<file path="config.mk">
export PLATFORM = sky130hd
export DESIGN_NAME = npu_ctrl_seq
export DESIGN_NICKNAME = d
export VERILOG_FILES = /design/src/rtl/npu_fsm_pkg.sv /design/src/rtl/npu_down_counter.sv /design/src/rtl/npu_ctrl_seq.sv
export SDC_FILE = /design/constraint.sdc
export NUM_CORES = 1
export LEC_CHECK = 0
export CAP_MARGIN = 10
export CORE_UTILIZATION = 47
export DETAILED_ROUTE_END_ITERATION = 8
export HOLD_SLACK_MARGIN = 0.08
export PLACE_DENSITY = 0.79
export SLEW_MARGIN = 25
export SYNTH_ARGS = -nofsm -noshare
export SYNTH_HDL_FRONTEND = slang
export SYNTH_HIERARCHICAL = 1
export SYNTH_SLANG_ARGS = --single-unit
</file>
<file path="constraint.sdc">
create_clock -name CLKEXT -period 4.33 [get_ports CLKEXT]
set_clock_uncertainty 0.15 [all_clocks]
set_input_delay 0.433 -clock CLKEXT [delete_from_list [all_inputs] [get_ports CLKEXT]]
set_output_delay 0.433 -clock CLKEXT [all_outputs]
set_load 0.01 [all_outputs]
</file>
<file path="src/rtl/npu_fsm_pkg.sv">
// Shared header for the NPU control sequencer.
// Holds the FSM state encoding used by npu_ctrl_seq.
package npu_fsm_pkg;

    localparam int ST_W = 2;

    typedef enum logic [ST_W-1:0] {
        S_IDLE  = 2'd0,
        S_DELAY = 2'd1,
        S_RUN   = 2'd2,
        S_FIN   = 2'd3
    } state_t;

endpackage

</file>
<file path="src/rtl/npu_down_counter.sv">
// Loadable down-counter with terminal count at 1.
// Ports:
//   clk_i      clock, rising edge
//   rst_i      asynchronous active-high reset (count -> 0)
//   load_i     load load_val_i (has priority over en_i)
//   load_val_i value to load
//   en_i       decrement by one; saturates at 0
//   tc_o       high while the count equals 1 (last cycle of the interval)
module npu_down_counter #(
    parameter int CNT_W = 8
) (
    input  logic             clk_i,
    input  logic             rst_i,
    input  logic             load_i,
    input  logic [CNT_W-1:0] load_val_i,
    input  logic             en_i,
    output logic             tc_o
);

    logic [CNT_W-1:0] cnt_q;
    logic [CNT_W-1:0] cnt_d;

    // Next count: load wins, otherwise decrement without ever wrapping below 0.
    always_comb begin
        cnt_d = cnt_q;
        if (load_i) begin
            cnt_d = load_val_i;
        end else if (en_i && (cnt_q != {CNT_W{1'b0}})) begin
            cnt_d = cnt_q - CNT_W'(1);
        end else begin
            cnt_d = cnt_q;
        end
    end

    // Count register.
    always_ff @(posedge clk_i or posedge rst_i) begin
        if (rst_i) begin
            cnt_q <= {CNT_W{1'b0}};
        end else begin
            cnt_q <= cnt_d;
        end
    end

    assign tc_o = (cnt_q == CNT_W'(1));

endmodule

</file>
<file path="src/rtl/npu_ctrl_seq.sv">
// NPU control sequencer: after an optional start delay, steps through
// N_PHASE control words per layer, each held for a dwell time, over a
// programmable number of layers, then pulses DONE.
// Ports:
//   CLKEXT     clock, rising edge
//   RST        asynchronous active-high reset
//   EN_FSM     1 = run, 0 = pause (state/counters frozen, CON_SIG = 0)
//   START      start request, honoured in IDLE only
//   ABORT      synchronous return to IDLE, beats everything except RST
//   DB         start-delay cycles (latched on START)
//   DD         dwell cycles per phase (latched on START, 0 acts as 1)
//   N_LAYERS   layer count (latched on START, 0 acts as 1)
//   PHASE_WORD packed control words, phase p at [p*CW +: CW], read live
//   CON_SIG    registered control word
//   BUSY       high in DELAY/RUN
//   DONE       one-cycle completion pulse
//   PHASE      current phase index
//   LAYER      current layer index
module npu_ctrl_seq
    import npu_fsm_pkg::*;
#(
    parameter int CW      = 16,
    parameter int CNT_W   = 8,
    parameter int N_PHASE = 4,
    parameter int LAYER_W = 4,
    parameter int PH_W    = $clog2(N_PHASE)
) (
    input  logic                  CLKEXT,
    input  logic                  RST,
    input  logic                  EN_FSM,
    input  logic                  START,
    input  logic                  ABORT,
    input  logic [CNT_W-1:0]      DB,
    input  logic [CNT_W-1:0]      DD,
    input  logic [LAYER_W-1:0]    N_LAYERS,
    input  logic [N_PHASE*CW-1:0] PHASE_WORD,
    output logic [CW-1:0]         CON_SIG,
    output logic                  BUSY,
    output logic                  DONE,
    output logic [PH_W-1:0]       PHASE,
    output logic [LAYER_W-1:0]    LAYER
);

    localparam logic [PH_W-1:0] PH_LAST = PH_W'(N_PHASE - 1);

    state_t               state_q, state_d;
    logic [CW-1:0]        con_sig_q, con_sig_d;
    logic                 busy_q, busy_d;
    logic                 done_q, done_d;
    logic [PH_W-1:0]      phase_q, phase_d;
    logic [LAYER_W-1:0]   layer_q, layer_d;
    logic [CNT_W-1:0]     dd_q, dd_d;
    logic [LAYER_W-1:0]   nl_q, nl_d;

    logic                 dly_load_s, dly_en_s, dly_tc_s;
    logic                 dwl_load_s, dwl_en_s, dwl_tc_s;
    logic [CNT_W-1:0]     dwl_val_s;
    logic [CNT_W-1:0]     dd_start_s;
    logic [LAYER_W-1:0]   nl_start_s;

    // Zero dwell / zero layers are promoted to one at the moment they are latched.
    always_comb begin
        if (DD == {CNT_W{1'b0}}) begin
            dd_start_s = CNT_W'(1);
        end else begin
            dd_start_s = DD;
        end
        if (N_LAYERS == {LAYER_W{1'b0}}) begin
            nl_start_s = LAYER_W'(1);
        end else begin
            nl_start_s = N_LAYERS;
        end
    end

    npu_down_counter #(.CNT_W(CNT_W)) u_delay_cnt (
        .clk_i      (CLKEXT),
        .rst_i      (RST),
        .load_i     (dly_load_s),
        .load_val_i (DB),
        .en_i       (dly_en_s),
        .tc_o       (dly_tc_s)
    );

    npu_down_counter #(.CNT_W(CNT_W)) u_dwell_cnt (
        .clk_i      (CLKEXT),
        .rst_i      (RST),
        .load_i     (dwl_load_s),
        .load_val_i (dwl_val_s),
        .en_i       (dwl_en_s),
        .tc_o       (dwl_tc_s)
    );

    // Next-state, phase/layer stepping and registered-output values.
    always_comb begin
        state_d    = state_q;
        busy_d     = busy_q;
        done_d     = 1'b0;
        phase_d    = phase_q;
        layer_d    = layer_q;
        dd_d       = dd_q;
        nl_d       = nl_q;
        dly_load_s = 1'b0;
        dly_en_s   = 1'b0;
        dwl_load_s = 1'b0;
        dwl_en_s   = 1'b0;
        dwl_val_s  = dd_q;
        con_sig_d  = {CW{1'b0}};

        if (ABORT) begin
            state_d = S_IDLE;
            busy_d  = 1'b0;
            phase_d = {PH_W{1'b0}};
            layer_d = {LAYER_W{1'b0}};
        end else if (!EN_FSM) begin
            // Paused: hold everything; CON_SIG falls to 0 below and no count is consumed.
            state_d = state_q;
        end else begin
            case (state_q)
                S_IDLE: begin
                    if (START) begin
                        dd_d    = dd_start_s;
                        nl_d    = nl_start_s;
                        phase_d = {PH_W{1'b0}};
                        layer_d = {LAYER_W{1'b0}};
                        busy_d  = 1'b1;
                        if (DB != {CNT_W{1'b0}}) begin
                            state_d    = S_DELAY;
                            dly_load_s = 1'b1;
                        end else begin
                            // Latched dd_q is not valid yet, so load the dwell from the live input.
                            state_d    = S_RUN;
                            dwl_load_s = 1'b1;
                            dwl_val_s  = dd_start_s;
                        end
                    end else begin
                        busy_d = 1'b0;
                    end
                end
                S_DELAY: begin
                    if (dly_tc_s) begin
                        state_d    = S_RUN;
                        dwl_load_s = 1'b1;
                    end else begin
                        dly_en_s = 1'b1;
                    end
                end
                S_RUN: begin
                    if (dwl_tc_s) begin
                        dwl_load_s = 1'b1;
                        if (phase_q == PH_LAST) begin
                            phase_d = {PH_W{1'b0}};
                            if (layer_q == (nl_q - LAYER_W'(1))) begin
                                state_d = S_FIN;
                                busy_d  = 1'b0;
                                done_d  = 1'b1;
                                layer_d = {LAYER_W{1'b0}};
                            end else begin
                                layer_d = layer_q + LAYER_W'(1);
                            end
                        end else begin
                            phase_d = phase_q + PH_W'(1);
                        end
                    end else begin
                        dwl_en_s = 1'b1;
                    end
                end
                S_FIN: begin
                    state_d = S_IDLE;
                    busy_d  = 1'b0;
                end
                default: begin
                    state_d = S_IDLE;
                    busy_d  = 1'b0;
                end
            endcase
        end

        // The word follows the phase being entered/held, read live from PHASE_WORD.
        if (!ABORT && EN_FSM && (state_d == S_RUN)) begin
            con_sig_d = PHASE_WORD[phase_d*CW +: CW];
        end else begin
            con_sig_d = {CW{1'b0}};
        end
    end

    // State, latched configuration and output registers.
    always_ff @(posedge CLKEXT or posedge RST) begin
        if (RST) begin
            state_q   <= S_IDLE;
            con_sig_q <= {CW{1'b0}};
            busy_q    <= 1'b0;
            done_q    <= 1'b0;
            phase_q   <= {PH_W{1'b0}};
            layer_q   <= {LAYER_W{1'b0}};
            dd_q      <= {CNT_W{1'b0}};
            nl_q      <= {LAYER_W{1'b0}};
        end else begin
            state_q   <= state_d;
            con_sig_q <= con_sig_d;
            busy_q    <= busy_d;
            done_q    <= done_d;
            phase_q   <= phase_d;
            layer_q   <= layer_d;
            dd_q      <= dd_d;
            nl_q      <= nl_d;
        end
    end

    assign CON_SIG = con_sig_q;
    assign BUSY    = busy_q;
    assign DONE    = done_q;
    assign PHASE   = phase_q;
    assign LAYER   = layer_q;

endmodule

</file>
==> Yosys cells after proc, flatten, opt, wreduce, memory -nomap -nowiden <==
Index checks and enable logic that the tools add are counted.
{ "word_totals": {"reg_bits": 54, "latch_bits": 0, "ramBits": 0, "rom_bits": 0, "input_bits": 89, "out_inout_bits": 24, "word_cells": 115, "n_memories": 0} }
{ "op_classes": {"add_sub_neg": 5, "n_mul": 0, "div_mod_pow": 0, "n_lt_le_gt_ge": 0, "eq_ne": 12, "shifts": 1, "n_mux": 67, "bitwise": 1, "n_reduce_logical": 19} }
{ "ops": {"columns": ["cell", "n"], "rows": [
  ["$mux W8", 10],
  ["$shiftx A64 B7 Y16", 1],
  ["$mux W1", 31],
  ["$mux W4", 7],
  ["$mux W2", 13],
  ["$reduce_bool A8 Y1", 3],
  ["$eq A8 B1 Y1 const B", 2],
  ["$mux W16", 1],
  ["$sub A8 B1 Y8 const B", 2],
  ["$ne A3 B3 Y1 const B", 4],
  ["$reduce_and A5 Y1", 2],
  ["$eq A2 B2 Y1 const B", 4],
  ["$logic_not A8 Y1", 1],
  ["$pmux W2 S4", 1],
  ["$pmux W4 S2", 1],
  ["$pmux W1 S3", 2],
  ["$reduce_bool A2 Y1", 3],
  ["$add A4 B1 Y4 const B", 1],
  ["$eq A4 B4 Y1", 1],
  ["$logic_and A1 B1 Y1", 4],
  ["$logic_not A4 Y1", 1],
  ["$pmux W2 S2", 1],
  ["$reduce_and A4 Y1", 1],
  ["$reduce_bool A4 Y1", 1],
  ["7 further kinds", 7]
]} }

==> Longest topological paths before layout <==
{ "logic_depth": {"depth_word": 11, "mapped_depth": 11, "depth_no_buf": 9} }

==> Modules after synthesis <==
The synthesis kept the hierarchy.
{ "modules_own_cells": {"columns": ["module", "n_inst", "cells_each", "area_each_um2", "seq_area_each_um2"], "rows": [
  ["npu_ctrl_seq", 1, 230, 2357.3, 950.9],
  ["npu_down_counter", 2, 65, 598.1, 200.2]
]} }

==> Worst setup path after synthesis <==
OpenSTA, ideal clock, no wires.
{ "synth_timing": {"path_type": "reg2reg", "from": "reg u_dwell_cnt.cnt_q[2]", "to": "reg con_sig_q[10], in the netlist CON_SIG[10]", "setup_ns": 0.094, "arrival_ns": 3.040, "t_required_ns": 4.086, "path_slack_ns": 1.047, "stages_incl_launch_ff": 11, "n_path_buf": 3, "period_less_slack_ns": 3.283, "cell_sequence": "dfrtp_1 -> or4_4 -> buf_6 -> nor4b_1 -> mux2i_1 -> or2_2 -> a22o_1 -> buf_4 -> buf_4 -> mux2i_1 -> a211oi_1"} }
{ "synth_via": {"elab_chain_cells": 8, "word_cells_on_any_way": 13, "cone_classes": "eq/ne: 2; shift: 1; mux: 9; reduce/logical: 1"} }
{ "synth_lines": {"columns": ["item", "line_no", "text"], "rows": [
  ["start, declared", "npu_down_counter.sv:20", "logic [CNT_W-1:0] cnt_q;"],
  ["start signal, assigned", "npu_down_counter.sv:38", "cnt_q <= {CNT_W{1'b0}};"],
  ["start signal, assigned", "npu_down_counter.sv:40", "cnt_q <= cnt_d;"],
  ["$eq A8 B1 Y1 *", "npu_down_counter.sv:44", "assign tc_o = (cnt_q == CNT_W'(1));"],
  ["net dwl_tc_s", "npu_ctrl_seq.sv:56", "logic dwl_load_s, dwl_en_s, dwl_tc_s;"],
  ["branches (longest 6 deep; another with $shiftx A64 B7 Y16)", null, null],
  ["$mux W16 *", "npu_ctrl_seq.sv:179", "if (!ABORT && EN_FSM && (state_d == S_RUN)) begin"],
  ["net con_sig_d[10]", "npu_ctrl_seq.sv:47", "logic [CW-1:0] con_sig_q, con_sig_d;"],
  ["end signal, assigned", "npu_ctrl_seq.sv:190", "con_sig_q <= {CW{1'b0}};"],
  ["end signal, assigned", "npu_ctrl_seq.sv:199", "con_sig_q <= con_sig_d;"],
  ["end, declared", "npu_ctrl_seq.sv:47", null]
]} }
Mark *: on every way through the listed nets, which the timed path passes.
A chain may end at the register's enable or synchronous reset.

==> Worst setup path in the final report <==
{ "layout_timing": {"from": "reg u_dwell_cnt.cnt_q[2]", "to": "reg con_sig_q[14], in the netlist CON_SIG[14]"} }
The elaborated chain is that of the path after synthesis.

==> flow_metrics.tcl <==
set metrics [dict create \
    status "finished clean" \
    fillerInstances 591 \
    path_clk_slew_ns 0.09 \
    die_y_microns 88.95 \
    p_sw_mw 0.4135 \
    cts_resized 0 \
    rsz0062_at_grt "no" \
    r2r_start "u_dwell_cnt/cnt_q[2]" \
    powerDensity_nw_per_um2 286.4 \
    cts_tree "built" \
    cts_sinks 54 \
    yosysUniqueCellTypes 61 \
    tns_ns 0 \
    path_class "register to register" \
    ant_nets 0 \
    cts-root-buf "clkbuf_8" \
    via_per_inst 5.724 \
    wl_per_cell_microns 16.34 \
    cap_violations 0 \
    async_reset_ff_share_pct 100.0 \
    synth_area_per_cell_sq_um 9.871 \
    dieArea_sq_um 7912 \
    period_share_pct 89.33 \
    reg2reg_to "CON_SIG[14]" \
    critPathMaxFanout 18 \
    insertion_delay_ns 0.31 \
    max_freq_ghz 0.2585 \
    io_buffers 112 \
    grt_max_degree 34 \
    route.met2.wl_microns 4366 \
    ctsHoldBuffers 0 \
    fin_crit_ns 3.868 \
    hold_viol_final 0 \
    synth_edf_count 0 \
    row_count 31 \
    ys.flop_type "dfrtp_1" \
    grt_pass1_vias 3287 \
    htree_levels 2 \
    wl_met1_microns 3990 \
    start_kind "register" \
    hp-class "input pin to asynchronous set/reset pin" \
    critical-path-top-delay-family "simple AND/OR/NAND/NOR gates" \
    power.total_mw 1.380 \
    start_util_pct 48.73 \
    setup_viol 0 \
    routed-wl-met3_microns 672 \
    totalWireLength_microns 9169 \
    p_clk_share_pct 23.9 \
    slew_violations 0 \
    grt-ovfl-total 0 \
    internal-power_mw 0.9664 \
    max_slew_margin_pct 49.16 \
    ir_drop_v 0.0001495 \
    swShare_pct 29.96 \
    track_usage_pct 25.01 \
    rrSetupSlack_ns 0.46 \
    syn2layout_area_growth_pct 35.60 \
    ys_warn_count 6 \
    dpl.hpwl_microns 7083 \
    syn_inst 360 \
    routabilityCongestion 0.9099 \
    ys_seq_area_share_pct 38.03 \
    clk_path_buf_depth 2 \
    antenna_found_initial 0 \
    p_seq_share_pct 47.1 \
    slowest_stage "nor4b_1" \
    synth-seq-cells 54 \
    finalNetCount 559 \
    arrival_ns 3.93 \
    leakage_nw 1.903 \
    firstDrtPassIters 4 \
    end_kind "register" \
    synthesis.nets 458 \
    route.top_layer_used "met4" \
    drt_iter0_drc 247 \
    n_antenna_cell 0 \
    core_sq_um 7292 \
    tightest_slew_ns 0.7520 \
    layout-drive-gt1-share_pct 11.47 \
    fp.dieW_microns 88.95 \
    grt_pass1_wl_microns 15170 \
    crit_buf_inv 0 \
    path_cells "or4_4 > nor4b_1 > mux2i_1 > o211ai_2 > and2_1 > a211oi_1 > a311oi_1" \
    postCtsSetupRepairBufs 0 \
    pwr-share-comb_pct 29.0 \
    drc 0 \
    syn_area_sq_um 3553 \
    cts_buffers 5 \
    required_ns 4.39 \
    boundaryPins 113 \
    num_vias 3211 \
    reg2reg_depth 7 \
    critPathMaxStageDelay_ns 0.70 \
    startpoint "u_dwell_cnt/cnt_q[2]" \
]
state kept, by name, summed over array words and instances, names as in the netlist:
| register | cells |
|---|---|
| CON_SIG | 16 |
| dd_q | 8 |
| u_delay_cnt/cnt_q | 8 |
| u_dwell_cnt/cnt_q | 8 |
| LAYER | 4 |
| nl_q | 4 |
| PHASE | 2 |
| state_q | 2 |
| BUSY | 1 |
| DONE | 1 |
synthesized netlist by cell type, drive strengths merged (6+ instances only):
cell | n | area (sq um)
a211oi | 31 | 232.7
a21boi | 16 | 120.1
a21oi | 7 | 35.03
buf | 10 | 76.32
clkbuf | 13 | 48.80
dfrtp | 54 | 1351
ha | 9 | 112.6
inv | 19 | 71.32
mux2 | 17 | 191.4
mux2i | 16 | 160.2
nand2 | 23 | 86.33
nand2b | 10 | 70.06
nand3 | 8 | 45.04
nor2 | 10 | 37.54
nor3 | 9 | 50.05
o211ai | 7 | 57.55
o21ai | 8 | 51.30
o31ai | 8 | 60.06
or4 | 7 | 60.06
xnor2 | 6 | 52.55
logic make-up after synthesis:
family | synth area share [%]
multiplexers | 9.894
AND/OR/NAND/NOR | 18.17
XOR/XNOR | 1.479
flip-flops | 38.03
adder cells (fa/ha/maj) | 3.169
buffers and inverters | 5.528
AO/OA/AOI/OAI | 23.73
worst max-delay path by stage:
stage	to	slack, ns	depth (start not counted)
finish	CON_SIG[14]	0.46	7
detailed placement	CON_SIG[6]	0.49	7
CTS	CON_SIG[6]	0.47	7
global route	CON_SIG[14]	0.08	7
floorplan	CON_SIG[10]	1.05	10
global placement	CON_SIG[14]	0.64	7
final cells by class:
| cell class | count | area [sq um] | area share [%] |
|---|---|---|---|
| Clock buffer | 7 | 76.32 | 1.584 |
| Sequential cell | 54 | 1351 | 28.04 |
| Clock inverter | 1 | 30.03 | 0.6232 |
| Tap cell | 99 | 123.9 | 2.571 |
| Timing Repair Buffer | 117 | 1159 | 24.05 |
| Inverter | 19 | 71.32 | 1.480 |
| Multi-Input combinational cell | 264 | 2007 | 41.65 |
layer usage:
| metal | global-route usage (%) | up-vias |
|---|---|---|
| li1 | - | 1567 |
| met1 | 31.21 | 1515 |
| met2 | 42.03 | 119 |
| met3 | 7.295 | 10 |
| met4 | 7.937 | 0 |
| met5 | 0 | - |
power by group through the flow:
stage          Combinational [mW]  Clock, mW  Sequential [mW]
2_1_floorplan               0.280          0            0.629
3_3_place_gp                0.383          0            0.651
3_5_place_dp                0.399          0            0.655
4_1_cts                     0.401      0.338            0.646
5_1_grt                     0.445      0.360            0.661
6_report                    0.401      0.330            0.650
placed cells by master, fill, tap and decap left out, drive strengths merged, types with 6 or more instances in the layout:
master | netlist | layout
or4 | 7 | 7
a211oi | 31 | 31
nor3 | 9 | 9
a21boi | 16 | 16
nand2b | 10 | 10
o31ai | 8 | 8
mux2i | 16 | 16
o211ai | 7 | 7
mux2 | 17 | 17
a21oi | 7 | 7
dfrtp | 54 | 54
inv | 19 | 19
xnor2 | 6 | 6
ha | 9 | 9
nand2 | 23 | 23
clkbuf | 13 | 7
nor2 | 10 | 10
o21ai | 8 | 8
nand3 | 8 | 8
clkdlybuf4s50 | 0 | 112
worst reg2reg max path, cell delays in order, from the launching register on:
cell and delay [ns]:
dfrtp_1 0.45, or4_4 0.63, nor4b_1 0.70, mux2i_1 0.22, o211ai_2 0.54, and2_1 0.63, a211oi_1 0.17, a311oi_1 0.28
through the flow:
step / worst slack [ns] / instances / hold WS (ns) / cell area [sq um] / utilization [%]
floorplan: 1.047 / 360 / 0.09866 / 3553 / -
global placement: 0.6429 / 553 / 0.3128 / 4711 / 64.60
detailed placement: 0.4947 / 553 / 0.3331 / 4711 / 64.60
CTS: 0.4736 / 561 / 0.3266 / 4817 / 66.06
global route: 0.07539 / 561 / 0.3447 / 4818 / 66.08
finish: 0.4622 / 561 / 0.3228 / 4818 / 66.08
No activity file was read; power rests on OpenSTA's default activity.
